File: src/rtl/gray_pkg.sv
// Gray-code helpers shared by the converter and counter blocks.
// The functions work on 32-bit zero-extended values, so callers of any width
// up to 32 cast their operand in and cast the result back down.
package gray_pkg;

  localparam int MAX_WIDTH = 32;

  // Binary to reflected Gray code.
  function automatic logic [MAX_WIDTH-1:0] bin2gray(input logic [MAX_WIDTH-1:0] b);
    return b ^ (b >> 1);
  endfunction

  // Gray code to binary: each bit is the XOR of all Gray bits at or above it.
  function automatic logic [MAX_WIDTH-1:0] gray2bin(input logic [MAX_WIDTH-1:0] g);
    logic [MAX_WIDTH-1:0] b;
    b[MAX_WIDTH-1] = g[MAX_WIDTH-1];
    for (int i = MAX_WIDTH - 2; i >= 0; i--) begin
      b[i] = b[i+1] ^ g[i];
    end
    return b;
  endfunction

endpackage

File: src/rtl/gray2bin_conv.sv
// Combinational Gray-to-binary converter used on the counter's load path.
module gray2bin_conv
  import gray_pkg::*;
#(
  parameter int WIDTH = 4
) (
  input  logic [WIDTH-1:0] gray_in,
  output logic [WIDTH-1:0] bin_out
);

  // Zero-extend, convert, and keep the low WIDTH bits.
  always_comb begin
    bin_out = WIDTH'(gray2bin(MAX_WIDTH'(gray_in)));
  end

endmodule

File: src/rtl/gray_counter.sv
// Up/down counter kept in binary, exposed in both binary and Gray code.
// Gray output is decoded from the binary register with no extra latency, so
// every count step flips exactly one Gray bit. wrap flags a counting step
// across the all-ones/zero boundary; loads never raise it.
module gray_counter
  import gray_pkg::*;
#(
  parameter int WIDTH = 4
) (
  input  logic             clk,
  input  logic             rst,
  input  logic             en,
  input  logic             up_dn,
  input  logic             load,
  input  logic [WIDTH-1:0] load_gray,
  output logic [WIDTH-1:0] bin_out,
  output logic [WIDTH-1:0] gray_out,
  output logic             tc,
  output logic             wrap
);

  logic [WIDTH-1:0] bin_q;
  logic [WIDTH-1:0] bin_d;
  logic             wrap_q;
  logic             wrap_d;
  logic [WIDTH-1:0] load_bin;
  logic             at_max;
  logic             at_zero;

  gray2bin_conv #(
    .WIDTH(WIDTH)
  ) u_load_conv (
    .gray_in (load_gray),
    .bin_out (load_bin)
  );

  assign at_max  = (bin_q == '1);
  assign at_zero = (bin_q == '0);

  // Next count and wrap flag: load beats count-enable beats hold.
  always_comb begin
    bin_d  = bin_q;
    wrap_d = 1'b0;
    if (load) begin
      bin_d = load_bin;
    end else if (en) begin
      if (up_dn) begin
        bin_d  = bin_q + WIDTH'(1);
        wrap_d = at_max;
      end else begin
        bin_d  = bin_q - WIDTH'(1);
        wrap_d = at_zero;
      end
    end
  end

  // All counter state, cleared asynchronously.
  always_ff @(posedge clk or posedge rst) begin
    if (rst) begin
      bin_q  <= '0;
      wrap_q <= 1'b0;
    end else begin
      bin_q  <= bin_d;
      wrap_q <= wrap_d;
    end
  end

  // Output decode; terminal count follows the live direction input.
  always_comb begin
    bin_out  = bin_q;
    gray_out = WIDTH'(bin2gray(MAX_WIDTH'(bin_q)));
    tc       = up_dn ? at_max : at_zero;
    wrap     = wrap_q;
  end

endmodule

File: config.mk
export PLATFORM = sky130hd
export DESIGN_NAME = gray_counter
export DESIGN_NICKNAME = d
export VERILOG_FILES = /design/src/rtl/gray_pkg.sv /design/src/rtl/gray2bin_conv.sv /design/src/rtl/gray_counter.sv
export SDC_FILE = /design/constraint.sdc
export NUM_CORES = 1
export LEC_CHECK = 0
export BUFFER_PORTS_ARGS = -buffer_cell sky130_fd_sc_hd__buf_2
export CORE_AREA = 8 8 45 47
export CTS_BUF_LIST = sky130_fd_sc_hd__clkbuf_2
export DETAILED_ROUTE_END_ITERATION = 6
export DIE_AREA = 0 0 53 55
export HOLD_SLACK_MARGIN = 0.03
export PLACE_DENSITY = 0.69
export SETUP_SLACK_MARGIN = 0.1
export SYNTH_ARGS = -nofsm -noshare
export SYNTH_HDL_FRONTEND = slang
export SYNTH_SLANG_ARGS = --single-unit
File: constraint.sdc
create_clock -name clk -period 1.29 [get_ports clk]
set_input_delay 0.1935 -clock clk [delete_from_list [all_inputs] [get_ports clk]]
set_output_delay 0.1935 -clock clk [all_outputs]
set_load 0.005 [all_outputs]
==> impl_metrics.csv <==
group,metric,value,unit
route,drt-vias-per-instance,5.02,
route,drt_wl_total,1460,µm
synthesis,yosysSeqAreaShare,25.8,%
placement,gp_congestion,0.857,
placement,placedInstanceArea,648,µm²
hold_path,hp-class,"in2reg",
synthesis,synth_seq_cells,5,
cts,clock_latency,0.23,ns
route,drt_iter0_drc,3,
route,wl_per_cell,14.4,µm
critical_path,arrival,1.22,ns
timing,rsz0062_at_grt,"true",
floorplan,initial_utilization,35.1,%
route,routed-via-count,507,
pwr,peakVddDrop,0.455,mV
global_routing,grt_pass1_wl,2220,µm
global_routing,grt_max_degree,13,
run_status,violations,"setup timing",
synthesis,yosys_warnings,0,
flow_run,cap_violations,0,
timing,setup-violations-final,5,
global_routing,antenna_found_initial,0,
layout,diodes,0,
pwr,power_density,1250,nW/µm²
critical_path,slowest_stage,"dfrtp_2",
synthesis,postSynth.asyncResetShare,100,%
critical_path,worstSetupPathType,"reg2out",
placement,hpwlAfterDp,1090,µm
layout,syn2layout_area_growth,74.0,%
global_routing,globalRouteOverflowTotal,0,
synthesis,synth-edff-count,0,
floorplan,io_pins,19,
critical_path,slowest_delay,0.46,ns
critical_path,path_max_fanout,5,
critical_path,crit_buf_inv,2,
run_status,status,"finished with violations",
timing,final.setup.worst_slack,-0.126,ns
critical_path,cp_top_family,"flip-flops",
timing,worst-slew-pin-transition,0.256,ns
route,final_antenna_net_count,0,
global_routing,grt_pass1_vias,485,
synthesis,syn_nets,67,
route,post-route-drc-count,0,
timing,fin_worst_skew,0.0107,ns
synthesis,synth.distinct_cells,24,
timing,final_hold_viol_count,0,
timing,post-route-min-period,1.42,ns
layout,stdcell_area,845,µm²
floorplan,die_w,53,µm
pwr,total_power,1.05,mW
critical_path,start_kind,"flop",
critical_path,crit_chain,"inv_2 > ha_4 > nand2_2 > o21ai_2 > buf_2",
critical_path,cp.required,1.10,ns
cts,h-tree-depth,1,
cts,clkTransAtPathRegs,0.07,ns
floorplan,rows,14,
timing,slew_violations,0,
layout,fin_nets,102,
layout,seq_area,130,µm²
timing,relSlewSlack,82.7,%
timing,setup_tns,-0.475,ns
placement,dp_cells,89,
synthesis,synth.avg_cell_area,9.52,µm²
synthesis,ys.flop_type,"dfrtp_1",
critical_path,endpoint_kind,"output pin",
cts,ctsRootBufferMaster,"clkbuf_2",
cts,clock-sinks,5,
layout,fill_cells,109,
placement,port_buffers,18,
route,first_pass_iters,3,
layout,stdcell_count,101,
synthesis,synthCells,51,
synthesis,syn-cell-area,485,µm²
global_routing,grt_usage,10.6,%
cts,cts_buffers,3,
timing,timing.fmax,706,MHz
cts,cts_tree,"built",
floorplan,die-area,2920,µm²
pwr,p_leak,0.416,nW
layout,fin_util,61.0,%
cts,cts_max_path_buffers,2,
floorplan,core,1380,µm²
layout,drive_above_1_share,62.4,%
floorplan,die_h,55,µm
layout,multi_input_area,387,µm²
timing,finalCritPeriodShare,110,%
==> routing by layer <==
layer  vias to the layer above  GRT usage (%)  routed length (µm)
li1                        245              -                   -
met1                       244           10.1                 564
met2                        15           18.4                 755
met3                         3           5.08                 126
met4                         0           6.47                   9
met5                         -              0                   0
==> cell usage in the layout (no fill, tap or decap), types with 2 or more instances in the layout <==
cell / n
buf_2: 13
buf_6: 12
buf_4: 7
xor2_1: 5
ha_4: 4
dfrtp_2: 4
clkbuf_2: 4
a21oi_1: 3
inv_2: 3
nand3_1: 3
inv_1: 2
nor3b_1: 2
ha_1: 2
==> area by class of cell <==
cell class                      instances  share of cell area [%]
Inverter                                6                    2.96
Multi-Input combinational cell         37                    45.8
Clock buffer                            4                    2.37
Tap cell                               16                    2.37
Sequential cell                         5                    15.4
Timing Repair Buffer                   33                    31.1
==> logic make-up after synthesis <==
family | after synthesis | synth area share (%)
compound gates | 10 | 13.1
xor+xnor | 6 | 13.7
fa+ha+maj | 7 | 19.6
buf+inv | 9 | 8.50
flops | 5 | 25.8
mux | 1 | 2.06
simple gates | 13 | 17.3
==> final timing paths <==
path / cells past startpoint / endpoint / slack (ns) / start
min in group asynchronous: 3 / wrap / 0.40 / rst
max in group asynchronous: 3 / bin_out[3] / 0.68 / rst
worst min register to register: 3 / bin_out[3] / 0.73 / bin_out[3]
worst max-delay path: 5 / tc / -0.13 / bin_out[1]
worst min-delay path: 4 / bin_out[2] / 0.26 / load_gray[2]
worst max register to register: 5 / bin_out[2] / -0.10 / bin_out[1]
==> cell usage after synthesis (2+ instances only) <==
| library cell | count | share of area [%] |
|---|---|---|
| buf_4 | 2 | 3.1 |
| xor2_1 | 5 | 9.0 |
| dfrtp_1 | 5 | 26 |
| nand3_1 | 3 | 3.1 |
| inv_1 | 6 | 4.6 |
| nand2_1 | 2 | 1.5 |
| nor3b_1 | 2 | 3.1 |
| o21ai_0 | 2 | 2.1 |
| a21oi_1 | 4 | 4.1 |
| ha_1 | 6 | 15 |
==> where the power goes <==
part / switching (mW) / total [mW] / internal, mW
clock: 0.0716 / 0.154 / 0.0821
sequential: 0.0452 / 0.235 / 0.190
combinational: 0.260 / 0.665 / 0.405
==> worst reg2reg max path, stage by stage (launching register included) <==
cell and delay [ns]:
dfrtp_2 0.46, buf_4 0.16, fa_2 0.32, xor2_1 0.14, mux2i_1 0.13, o21ai_1 0.07
==> flip-flops by register name, indices dropped and copies added, names as in the netlist <==
name,count
bin_out,4
wrap,1
==> timing repair <==
item	in CTS	in global routing
endpoints found under the setup margin	8	11
endpoints found under the hold margin	5	0
gates resized for setup	19	10
setup buffers	3	5
hold buffers	1	0
pin swaps	2	6
==> stage by stage <==
stage | hold slack, ns | setup slack, ns
after global routing | 0.251 | -0.221
after floorplan | -0.0282 | -0.0309
after CTS | 0.263 | -0.138
after global placement | 0.0961 | -0.0559
after detailed placement | 0.103 | -0.0951
final | 0.264 | -0.126
(Power assumes the default switching activity.)
